## config.mk

```make
export PLATFORM = sky130hd
export DESIGN_NAME = write_buffer
export DESIGN_NICKNAME = d
export VERILOG_FILES = /design/src/rtl/write_buffer.sv
export SDC_FILE = /design/constraint.sdc
export NUM_CORES = 1
export LEC_CHECK = 0
export BUFFER_PORTS_ARGS = -buffer_cell sky130_fd_sc_hd__buf_2
export CORE_UTILIZATION = 40
export CTS_CLUSTER_SIZE = 20
export DETAILED_ROUTE_END_ITERATION = 10
export GPL_TIMING_DRIVEN = 1
export RECOVER_POWER = 100
export SYNTH_ARGS = -nofsm -noshare
export SYNTH_HDL_FRONTEND = slang
export SYNTH_SLANG_ARGS = --single-unit
```

## constraint.sdc

```tcl
create_clock -name clk -period 6.8 [get_ports clk]
set_input_delay 0.34 -clock clk [delete_from_list [all_inputs] [get_ports clk]]
set_output_delay 0.34 -clock clk [all_outputs]
set_load 0.01 [all_outputs]
```

## src/rtl/write_buffer.sv

```systemverilog
// write_buffer: store FIFO between dcache write port and axi_bridge.
// Forwards dcache reads, holding back any that collide with pending stores.
module write_buffer #(
    parameter int DEPTH      = 4,
    parameter int LINE_WIDTH = 128,
    parameter int OFFSET_W   = 4
) (
    input  logic                  clk,
    input  logic                  reset,
    input  logic                  c_wr_req,
    input  logic [2:0]            c_wr_type,
    input  logic [31:0]           c_wr_addr,
    input  logic [3:0]            c_wr_wstrb,
    input  logic [LINE_WIDTH-1:0] c_wr_data,
    output logic                  c_wr_rdy,
    input  logic                  c_rd_req,
    input  logic [2:0]            c_rd_type,
    input  logic [31:0]           c_rd_addr,
    output logic                  c_rd_rdy,
    output logic                  b_wr_req,
    output logic [2:0]            b_wr_type,
    output logic [31:0]           b_wr_addr,
    output logic [3:0]            b_wr_wstrb,
    output logic [LINE_WIDTH-1:0] b_wr_data,
    input  logic                  b_wr_rdy,
    output logic                  b_rd_req,
    output logic [2:0]            b_rd_type,
    output logic [31:0]           b_rd_addr,
    input  logic                  b_rd_rdy,
    output logic                  empty
);

    localparam int PTR_W = $clog2(DEPTH);
    localparam int CNT_W = PTR_W + 1;
    localparam logic [CNT_W-1:0] FULL_CNT = CNT_W'(DEPTH);
    localparam logic [2:0] TYPE_LINE = 3'd4;

    logic [2:0]            type_q  [DEPTH];
    logic [31:0]           addr_q  [DEPTH];
    logic [3:0]            wstrb_q [DEPTH];
    logic [LINE_WIDTH-1:0] data_q  [DEPTH];
    logic [DEPTH-1:0]      valid_q;
    logic [PTR_W-1:0]      head_q;
    logic [PTR_W-1:0]      tail_q;
    logic [CNT_W-1:0]      count_q;

    logic push;
    logic pop;
    logic hit;
    logic blocked;

    assign c_wr_rdy = (count_q != FULL_CNT);
    assign push     = c_wr_req && c_wr_rdy;
    assign b_wr_req = (count_q != '0);
    assign pop      = b_wr_req && b_wr_rdy;
    assign empty    = (count_q == '0);

    assign b_wr_type  = type_q[head_q];
    assign b_wr_addr  = addr_q[head_q];
    assign b_wr_wstrb = wstrb_q[head_q];
    assign b_wr_data  = data_q[head_q];

    // Line-address hazard against held entries and the store entering now
    always_comb begin
        hit = push && (c_wr_addr[31:OFFSET_W] == c_rd_addr[31:OFFSET_W]);
        for (int i = 0; i < DEPTH; i++) begin
            if (valid_q[i] &&
                (addr_q[i][31:OFFSET_W] == c_rd_addr[31:OFFSET_W])) begin
                hit = 1'b1;
            end
        end
    end

    // Uncached reads also wait for every older store to drain (MMIO order)
    assign blocked = hit ||
                     ((c_rd_type != TYPE_LINE) && (!empty || push));

    assign b_rd_req  = c_rd_req && !blocked;
    assign c_rd_rdy  = b_rd_req && b_rd_rdy;
    assign b_rd_type = c_rd_type;
    assign b_rd_addr = c_rd_addr;

    // Pointers, occupancy and valid bits
    always_ff @(posedge clk) begin
        if (reset) begin
            head_q  <= '0;
            tail_q  <= '0;
            count_q <= '0;
            valid_q <= '0;
        end else begin
            if (push) begin
                tail_q          <= tail_q + PTR_W'(1);
                valid_q[tail_q] <= 1'b1;
            end
            if (pop) begin
                head_q          <= head_q + PTR_W'(1);
                valid_q[head_q] <= 1'b0;
            end
            case ({push, pop})
                2'b10:   count_q <= count_q + CNT_W'(1);
                2'b01:   count_q <= count_q - CNT_W'(1);
                default: count_q <= count_q;
            endcase
        end
    end

    // Entry payload storage; contents only meaningful while valid
    always_ff @(posedge clk) begin
        if (push) begin
            type_q[tail_q]  <= c_wr_type;
            addr_q[tail_q]  <= c_wr_addr;
            wstrb_q[tail_q] <= c_wr_wstrb;
            data_q[tail_q]  <= c_wr_data;
        end
    end

endmodule

```

==> metrics <==
status=finished, violations left; failing checks=max-capacitance violations, max-slew violations; H-tree depth=3; Post-synth top cells=668 x edfxtp_1, 167 x mux4_2, 90 x xor2_1; largest family of logic cells by synthesized area=multiplexers; final period utilization=0.6793; Final Skew=around 10 ps; share of layout cells above drive strength 1=0.1767; area share of xor/xnor cells in the synthesized design=0.04782; post-synthesis mux area share=0.1413; DR vias=between 10000 and 15000; cts bufs inserted=74; post-synth top area cell=edfxtp_1; PwrDens=roughly 360 nW/µm²; Crit-path slowest cell=and2_0; number of clock sinks=approximately 680; worst skew pair latency=between 500 and 600 ps; Die X=approximately 260 µm; CP max stage delay=just under 2000 ps; Finished Cell Area=between 30000 and 40000 µm²; Final Max Tran Viols=between 300 and 400; Root Buffer=clkbuf_16; drt first pass iters=7; die area=just under 70000 µm²; Mapped Cells=about 1200; placed standard-cell area=29330 µm²; crit start category=flop; Routed WL=between 60000 and 70000 µm; most common cell in the synthesized netlist=edfxtp_1; Initial Util=0.4052; top-area cell type share of the netlist area=0.7515; main flop type after synthesis=edfxtp_1; pin count of the biggest net entering global routing=between 100 and 150; Max-slew headroom=-0.7305; post_cts resized=0; VDD IR max=approximately 0.28 mV; Setup Buffers After CTS=0; static leakage=10.29 nW; Core ar.=roughly 66000 µm²; Post-Route Setup TNS=0 ps; cell row count=between 90 and 100; ys async rst share=0; Syn Area/Cell=~22 µm²; Synth Area in Compound Gates=0.003469; Synth Area in Adders=0.004969; post-synth net total=roughly 1400; Top Ports=slightly above 400; crit-path cells=nor2_1 -> a21boi_0 -> and2_0 -> buf_12; Crit Path Max Fanout=140; R2R depth=4; Syn Std Cell Area=26690 µm²; grt met1 use=0.2225; fmax=216.5 MHz; GRT overflow=0; Simple-Gate Fraction of Synth Area=0.01556; met2 Use GR=0.2983; Max Cap Violations=5; vias in the first global route=around 15000; unrepaired setup endpoints after global routing=false; CTS tree=yes; register bit count reported by yosys=between 600 and 700; Post-DP HPWL=between 30000 and 40000 µm; first-pass GRT wire length=slightly below 90000 µm; Residual DRC=0; pin slew with the least headroom to its limit=roughly 2600 ps; clk buf depth=3; routability cong.=~0.9; Post-CTS Hold Fix Bufs=approximately 170; register area share after synthesis=0.7613; Tmin final=between 4000 and 5000 ps; Routed WL per cell=22.38 µm; M3 GR Usage=0.04633; initial antenna violation count=5; CTS clk-pin slew, worst paths=~60 ps; post-synthesis to final-layout area growth=23.03%; CP Class=flop to flop; Worst Hold Depth=2; Final ANT Viol Nets=0; NumNets Final=roughly 2000; Ys Warns=0; DR iter-0 viols=a little under 800; Setup-failing EPs final=0; worst min-delay path class=input port to flop; routed vias/inst=between 5 and 6; GRT Total Usage=0.1763; Die Y=roughly 260 µm; Synth area leaders=edfxtp_1 75%, mux4_2 14%, xor2_1 3.0%; gr busiest metal=met2; Worst EP arrival=4820 ps; Final Hold Fails=0; Worst Path Required=7000 ps; Worst setup EP type=flop; post-synth cell types=30; port buffer count=around 410; number of flops mapped to enable cells by yosys=approximately 670
==> flip-flops by register name (all words and copies together) (netlist names), named ones only <==
register / cells
wstrb_q: 16
head_q: 2
valid_q: 4
type_q: 12
addr_q: 128
data_q: 512
count_q: 3
tail_q: 2
==> power by group <==
part | switching [W] | internal [W] | total, W
clock | 0.00159 | 0.00228 | 0.00387
sequential | 0.000198 | 0.00510 | 0.00530
combinational | 0.00147 | 0.00116 | 0.00263
total | 0.00326 | 0.00855 | 0.0118
==> kinds of logic after synthesis <==
group / after synthesis
AO/OA/AOI/OAI: 13
XOR/XNOR: 144
adder cells (fa/ha/maj): 10
buffers and inverters: 113
flip-flops: 681
multiplexers: 168
AND/OR/NAND/NOR: 75
==> final timing paths <==
check                                        startpoint                        to  slack (ps)
worst max-delay path            count_q[0]$_SDFFE_PP0P_  data_q[0][113]$_DFFE_PP_        2180
worst min-delay path                              reset   count_q[1]$_SDFFE_PP0P_          90
worst max register to register  count_q[0]$_SDFFE_PP0P_  data_q[0][113]$_DFFE_PP_        2180
worst min register to register    valid_q[0]$_SDFF_PP0_     valid_q[0]$_SDFF_PP0_         510
==> routing by layer <==
layer | vias up | wire, µm
li1 | 6007 | -
met1 | 7062 | 23900
met2 | 418 | 30840
met3 | 71 | 4098
met4 | 6 | 1166
met5 | - | 37
==> placed cells by master (no fill, tap or decap), types with 10 or more instances in the layout <==
cell,count
inv_1,10
clkinv_1,10
xnor2_1,52
buf_2,40
clkbuf_16,75
clkbuf_1,394
nor4_1,20
nand4_1,18
dfxtp_1,12
edfxtp_1,668
nor2_1,15
dlygate4sd3_1,165
mux4_2,167
xor2_1,90
==> final cells by class <==
type,instances,area (µm²)
multi-input combinational,410,5692
antenna,2,5.005
sequential,681,20320
timing repair buffer,583,3333
tap,864,1081
clock inverter,27,341.6
inverter,10,37.54
clock buffer,106,2023
fill,5549,33030
==> stage by stage <==
step,utilization,setup WS [ps],power (W),instances,hold WS [ps]
2_1_floorplan,-,1665,0.007121,1204,412.8
3_3_place_gp,0.4453,3926,0.008124,2383,502.6
3_5_place_dp,0.4453,3943,0.008144,2383,504.3
4_1_cts,0.5063,3291,0.01213,2681,3.399
5_1_grt,0.4985,1781,0.01232,2682,80.92
6_report,0.4986,2181,0.01181,2683,94.05
==> worst max-delay path, delay by kind of cell, from the launching register on <==
family / cells / cell delay, ps
AO/OA/AOI/OAI: 1 / 870
buffers and inverters: 1 / 600
flip-flops: 1 / 380
AND/OR/NAND/NOR: 2 / 2010
(Power assumes the default switching activity.)
